**config.mk**
```make
export PLATFORM = sky130hd
export DESIGN_NAME = seg_scan_ctrl
export DESIGN_NICKNAME = d
export VERILOG_FILES = /design/src/rtl/seg_scan_ctrl.sv
export SDC_FILE = /design/constraint.sdc
export NUM_CORES = 1
export LEC_CHECK = 0
export ABC_AREA = 0
export CAP_MARGIN = 20
export CORE_MARGIN = 3
export CORE_UTILIZATION = 35
export CTS_CLUSTER_DIAMETER = 30
export DETAILED_ROUTE_END_ITERATION = 16
export PLACE_DENSITY = 0.56
export RECOVER_POWER = 50
export REMOVE_ABC_BUFFERS = 1
export SYNTH_ARGS = -nofsm -noshare
export SYNTH_HDL_FRONTEND = slang
export SYNTH_SLANG_ARGS = --single-unit
```
**constraint.sdc**
```tcl
create_clock -name clk -period 2.3 [get_ports clk]
set_input_delay 0.46 -clock clk [delete_from_list [all_inputs] [get_ports clk]]
set_output_delay 0.46 -clock clk [all_outputs]
set_load 0.01 [all_outputs]
```
**src/rtl/seg_scan_ctrl.sv**
```systemverilog
// seg_scan_ctrl
// Time-multiplexed scan controller for NDIG common-anode 7-segment digits
// sharing one hex decoder. A frame-coherent copy of the displayed value is
// held in "active"; new values land in "pending" and are promoted only at
// the frame wrap, so a frame never mixes digits of two different values.
//
// Parameters:
//   NDIG       number of digits scanned (2..8)
//   DIV        display interval per digit in clk cycles (>=2)
//   BLANK_CYC  blanking interval before each digit in clk cycles (>=1)
//
// Ports:
//   clk         system clock, rising edge
//   rst_n       asynchronous active-low reset
//   load        one-cycle write strobe for value/dp_in
//   value       4*NDIG hex digits, digit 0 in the low nibble
//   dp_in       per-digit decimal point request, active-high
//   deco_in     nibble to the shared hex-to-7-segment decoder
//   an          digit enables, active-low, at most one low
//   dp_n        decimal point, active-low
//   frame_done  one-cycle pulse in the last cycle of a full scan
//
// Build option: SEG_LZB_EN enables leading-zero blanking on digits 1..NDIG-1.
//
// state | meaning
// ------+----------------------------------------------------------
// BLANK | all anodes off for BLANK_CYC cycles before digit idx
// SHOW  | digit idx enabled for DIV cycles; wrap after digit NDIG-1

module seg_scan_ctrl #(
  parameter int NDIG      = 4,
  parameter int DIV       = 50000,
  parameter int BLANK_CYC = 500
) (
  input  logic              clk,
  input  logic              rst_n,
  input  logic              load,
  input  logic [4*NDIG-1:0] value,
  input  logic [NDIG-1:0]   dp_in,
  output logic [3:0]        deco_in,
  output logic [NDIG-1:0]   an,
  output logic              dp_n,
  output logic              frame_done
);

  localparam int CMAX = (DIV > BLANK_CYC) ? DIV : BLANK_CYC;
  localparam int CW   = $clog2(CMAX);
  localparam int IW   = $clog2(NDIG);

  typedef enum logic {
    BLANK = 1'b0,
    SHOW  = 1'b1
  } state_t;

  state_t            state, state_nxt;
  logic [CW-1:0]     cnt, cnt_nxt;
  logic [IW-1:0]     idx, idx_nxt;
  logic              wrap;

  logic [4*NDIG-1:0] pend_val, act_val;
  logic [NDIG-1:0]   pend_dp, act_dp;
  logic              pend_v;

  logic [3:0]        cur_nib;
  logic              cur_dp;
  logic              cur_blank;

  assign cur_nib = act_val[{idx, 2'b00} +: 4];
  assign cur_dp  = act_dp[idx];

`ifdef SEG_LZB_EN
  // zero_from[k]: active digits k..NDIG-1 are all zero
  logic [NDIG-1:0] zero_from;

  always_comb begin
    zero_from = '0;
    for (int k = 0; k < NDIG; k++) begin
      zero_from[k] = ~|(act_val >> (4 * k));
    end
  end

  // Digit 0 always shows; a requested decimal point keeps a zero digit visible.
  assign cur_blank = (idx != '0) && zero_from[idx] && !cur_dp;
`else
  assign cur_blank = 1'b0;
`endif

  always_comb begin
    state_nxt = state;
    cnt_nxt   = cnt + 1'b1;
    idx_nxt   = idx;
    wrap      = 1'b0;
    an        = '1;
    dp_n      = 1'b1;
    deco_in   = cur_nib;
    case (state)
      BLANK: begin
        if (cnt == CW'(BLANK_CYC - 1)) begin
          state_nxt = SHOW;
          cnt_nxt   = '0;
        end
      end
      SHOW: begin
        if (!cur_blank) begin
          an[idx] = 1'b0;
          dp_n    = ~cur_dp;
        end
        if (cnt == CW'(DIV - 1)) begin
          state_nxt = BLANK;
          cnt_nxt   = '0;
          if (idx == IW'(NDIG - 1)) begin
            idx_nxt = '0;
            wrap    = 1'b1;
          end else begin
            idx_nxt = idx + 1'b1;
          end
        end
      end
      default: ;
    endcase
  end

  assign frame_done = wrap;

  always_ff @(posedge clk or negedge rst_n) begin
    if (!rst_n) begin
      state <= BLANK;
      cnt   <= '0;
      idx   <= '0;
    end else begin
      state <= state_nxt;
      cnt   <= cnt_nxt;
      idx   <= idx_nxt;
    end
  end

  // A load coinciding with the wrap edge goes straight to active so it is
  // not left waiting a whole frame in pending.
  always_ff @(posedge clk or negedge rst_n) begin
    if (!rst_n) begin
      pend_val <= '0;
      pend_dp  <= '0;
      pend_v   <= 1'b0;
      act_val  <= '0;
      act_dp   <= '0;
    end else if (wrap) begin
      pend_v <= 1'b0;
      if (load) begin
        pend_val <= value;
        pend_dp  <= dp_in;
        act_val  <= value;
        act_dp   <= dp_in;
      end else if (pend_v) begin
        act_val <= pend_val;
        act_dp  <= pend_dp;
      end
    end else if (load) begin
      pend_val <= value;
      pend_dp  <= dp_in;
      pend_v   <= 1'b1;
    end
  end

endmodule
```
## After elaboration in Yosys (flattened, before gate mapping)

Index checks and enable logic that the tools add are counted.
Widths: inputs -> output; s select.

| operators by class | value |
|---|---|
| add/sub/neg operators | 2 |
| multiply operators | 0 |
| div/mod/pow operators | 0 |
| $lt $le $gt $ge | 2 |
| equal/unequal tests | 3 |
| shift-type cells | 1 |
| multiplexer cells | 22 |
| bitwise logic cells | 3 |
| reduce and logical (&&, ||, !) cells | 5 |

Operators by type and width:

| kind | count |
|---|---|
| $mux 16 | 4 |
| $pmux 16 s2 | 1 |
| $add 16x1->16 const B | 1 |
| $eq 16x16->1 const B | 1 |
| $eq 16x9->1 const B | 1 |
| $shiftx 16x5->4 | 1 |
| $mux 4 | 3 |
| $mux 1 | 10 |
| $not 4->4 | 1 |
| $reduce_and 2->1 | 2 |
| $reduce_bool 2->1 | 2 |
| $lt 2x3->1 const B | 1 |
| $add 2x1->2 const B | 1 |
| $bmux 1 s2 | 1 |
| $demux 1 s2 | 1 |
| $eq 2x2->1 const B | 1 |
| $ge 2x1->1 const B | 1 |
| $mux 2 | 1 |
| $not 1->1 | 2 |
| $pmux 1 s2 | 1 |
| $logic_and 1x1->1 | 1 |

| storage, ports and cells | value |
|---|---|
| flip-flop bits (word level) | 60 |
| latch bits | 0 |
| memory bits (writable) | 0 |
| bits in read-only memories | 0 |
| bits of input ports | 23 |
| output and inout port bits | 10 |
| logic and storage cells | 46 |
| memories kept | 0 |

## Longest topological paths before layout

| logic depth | value |
|---|---|
| depth in word-level cells | 6 |
| gate-level depth with buffers | 7 |
| depth with buffers taken out | 5 |

## Worst setup path after synthesis

OpenSTA, ideal clock, no wires.

| path | value |
|---|---|
| path kind | reg-to-output |
| start | reg idx[0] |
| end | out dp_n |
| data arrival time | 1357 ps |
| data required time | 1840 ps |
| slack | 483 ps |
| stages on the path, launching flop included | 4 |
| path buffers | 1 |
| cell sequence | dfrtp_1 > clkbuf_1 > mux4_2 > nand2_1 |

| on the way | value |
|---|---|
| cells in the longest elaborated chain, start to end | 4 |

Ends and longest elaborated chain:

| item | RTL line | RTL |
|---|---|---|
| start: declaration | 57 | `logic [IW-1:0] idx, idx_nxt;` |
| start signal: assignment | 133 | `idx <= idx_nxt;` |
| $bmux 1 s2 | 69 | `assign cur_dp = act_dp[idx];` |
| $mux 1 (not written as such) | 69 |  |
| $not 1->1 | 106 | `dp_n = ~cur_dp;` |
| $mux 1 | 96 | `case (state)` |
| end: declaration | 42 | `output logic dp_n,` |

Every way passes these cells. The select of a mux whose other input is x is not followed.

## Worst setup path in the final report

| path | value |
|---|---|
| start | reg idx[0] |
| end | out an[2] |

| on the way | value |
|---|---|
| cells in the longest elaborated chain, start to end | 6 |
| elaborated cells on any way between the ends | 7 |
| classes of those cells | 2 x order compare; 3 x mux; 1 x bitwise; 1 x reduce/logical |

Ends and longest elaborated chain:

| item | RTL line | RTL |
|---|---|---|
| $lt 2x3->1 (not written as such) / $ge 2x1->1 (equally long branches) | 105 | `an[idx] = 1'b0;` |
| $logic_and 1x1->1 (not written as such) | 105 |  |
| $mux 1 (not written as such) | 105 |  |
| $demux 1 s2 * | 105 |  |
| $not 4->4 (no line) * | - |  |
| $mux 4 * | 96 |  |
| end: declaration | 41 | `output logic [NDIG-1:0] an,` |

Every way passes the cells marked *; elsewhere a longest branch is shown, timed or not.

==> reports/qor.yml <==
yosysWarnings: 0
critPathLaunch: "idx[0]$_DFFE_PN0P_"
finalNetCount: 272
setup_tns_ns: 0
via_per_inst: 4.76
slowest_stage: "clkdlybuf4s50_1"
r2r-start: "cnt[11]$_DFF_PN0_"
htreeDepth: 3
drtIter0Drc: 53
wl_per_cell_um: 15.1
dominantRegCellSynth: "dfrtp_1"
ys_top_cells_by_count: "60 x dfrtp_1, 22 x mux2_2, 20 x mux2_4, 15 x nor2_1, 12 x nand2_1"
min_period_ns: 2.19
r2r_cells: 7
wirelength_mm: 5.25
drc: 0
skew_ns: 0.0102
fmax_mhz: 456
insertion_delay_ns: 0.33
ys_ff_latch: 60
ant_nets: 0
io_pins: 33
fin_crit_sh: 0.953
cp_top_family: "buffers and inverters"
setup_ws_ns: 0.108
num_antenna_cells: 0
worst_hold_path_type: "in -> async"
ys_async_sr_fraction: 1.00
dpl.hpwl_mm: 3.57
grt_usage: 0.132
clock_sinks: 60
drv_cap: 0
synthTopCellsByArea: "dfrtp_1 55%, mux2_4 11%, mux2_2 9.1%"
grt_pass1_vias: 1817
p_clk_frac: 0.437
postSynthAreaPerCell_um2: 14.1
setup_violations: 0
rsz0062_at_grt: "no"
drtPass1Iterations: 4
die_area_mm2: 0.00890
arrival_ns: 1.73
start_util: 0.369
swShare: 0.210
maxSlewViolCount: 0
io_buffer_count: 32
syn-cell-area_mm2: 0.00273
hold_buffers: 0
overflow: 0
vias: 1653
crit_fanout: 5
die_w_um: 94.3
gp_congestion: 0.880
place_ws_ns: 0.0925
crit_type: "reg -> out"
power_density_mw_per_mm2: 645
slew_headroom: 0.0202
clkTransAtPathRegs_ns: 0.07
r2r_slack_ns: 0.20
ir_drop_uv: 364
numCtsBuffers: 9
crit_required_ns: 1.84
status: "completed"
ctsLongestPathBuffers: 2
combPwrFrac: 0.067
synth.distinct_cells: 29
worstReg2RegEnd: "act_val[4]$_DFFE_PN0P_"
die_h_um: 94.3
synth_seq_area_share: 0.550
synth_edf_count: 0
fp-row-count: 31
cts_root_buf: "clkbuf_8"
grt_max_degree: 36
netlist_instances: 194
tightestPinTransition_ns: 1.47
area_growth_pct: 28.0
layout-drive-gt1-share: 0.355
seqPwrFrac: 0.496
cpPeakStageDelay_ns: 0.53
intPower_mw: 1.78
core_mm2: 0.00741
crit_chain: "buf_6 > inv_1 > ha_1 > nand2_1 > clkdlybuf4s50_1"
p_sw_uw: 474
grt_antenna_before_repair: 0
cp.buffers_inverters: 3
start_kind: "flop"
tritoncts: "built"
endpoint_kind: "primary output"
synth_most_common_cell: "dfrtp_1"
synth_top_area_frac: 0.550
yosysTopAreaCell: "dfrtp_1"
power_leakage_nw: 1.54
cp-endpoint: "an[2]"
crit_cells: 5
finalHoldViolCount: 0
final_util: 0.472
grt_pass1_wl_mm: 8.87
## repair_timing
action	in CTS	in global routing
buffers inserted	4	1
gates resized for setup	8	8
setup endpoints to repair	10	4
pin swaps	2	3
## final cells by class
| class | count | area (um^2) |
|---|---|---|
| clock inverters | 3 | 45.0 |
| well taps | 99 | 124 |
| repair buffers | 47 | 462 |
| multi-input cells | 123 | 1180 |
| inverters | 3 | 11.3 |
| clock buffers | 12 | 165 |
| flip-flops and latches | 60 | 1500 |
| fillers | 664 | 3910 |
## metrics by stage
step / hold WS, ns / cells / area, um^2 / total power, mW
2_1_floorplan: 0.164 / 186 / 2680 / 1.20
3_3_place_gp: 0.462 / 327 / 3240 / 1.29
3_5_place_dp: 0.473 / 327 / 3240 / 1.30
4_1_cts: 0.146 / 346 / 3480 / 2.29
5_1_grt: 0.508 / 347 / 3490 / 2.35
6_report: 0.465 / 347 / 3490 / 2.25
## worst reg2reg max path: cells and delay by family, from the launching register on
family                 cells  cell delay, ns
and+or+nand+nor            3            0.72
DFF                        1            0.45
muxes                      1            0.32
buffers and inverters      3            0.48
## sequential cells by signal, indices dropped and copies added (netlist names)
name and flops:
act_val 16, cnt 16, pend_val 16, act_dp 4, pend_dp 4, idx 2
pend_v 1, state 1
## routing by layer
metal / share of wire / wire length, um / global-route usage / vias to the layer above
met5: 0 / 0 / 0 / -
met1: 0.47 / 2490 / 0.173 / 829
li1: - / - / - / 789
met2: 0.47 / 2480 / 0.205 / 28
met4: 0.018 / 92 / 0.0758 / 0
met3: 0.035 / 183 / 0.0264 / 7
## how the worst min path moves through the flow
stage	from	endpoint	slack, ns	cells past startpoint
floorplan	rst_n	act_dp[0]$_DFFE_PN0P_	0.16	0
global placement	cnt[0]$_DFF_PN0_	cnt[0]$_DFF_PN0_	0.46	1
detailed placement	cnt[0]$_DFF_PN0_	cnt[0]$_DFF_PN0_	0.47	1
CTS	rst_n	pend_val[13]$_DFFE_PN0P_	0.15	1
global route	pend_val[4]$_DFFE_PN0P_	pend_val[4]$_DFFE_PN0P_	0.51	1
finish	rst_n	pend_val[13]$_DFFE_PN0P_	0.46	1
## kinds of logic after synthesis
| logic type | synth area share |
|---|---|
| adder cells (fa/ha/maj) | 0.0229 |
| multiplexers | 0.242 |
| buffers and inverters | 0.0215 |
| XOR/XNOR | 0.0417 |
| AND/OR/NAND/NOR | 0.114 |
| flip-flops | 0.550 |
| AO/OA/AOI/OAI | 0.00779 |
## cell usage in the layout, fill, tap and decap left out, types with 2 or more instances in the layout
master	instances
clkdlybuf4s50_1	22
clkinvlp_4	2
mux4_2	5
dfrtp_1	58
nand4_1	7
ha_1	4
buf_12	3
and3_1	3
xnor2_1	3
mux2_4	20
nand2_1	11
xor2_1	10
inv_1	3
and4_1	3
mux2_2	22
dfrtp_2	2
dlygate4sd2_1	5
and2_1	2
nand3_1	5
nor2_1	14
clkbuf_8	12
buf_4	11
dlymetal6s2s_1	2
## power by group through the flow
stage | Combinational [mW] | Sequential, mW | Clock (mW)
finish | 0.152 | 1.12 | 0.985
global route | 0.167 | 1.12 | 1.06
CTS | 0.158 | 1.12 | 1.02
detailed placement | 0.159 | 1.14 | 0
global placement | 0.157 | 1.14 | 0
floorplan | 0.0709 | 1.13 | 0
No activity file was read; power rests on OpenSTA's default activity.
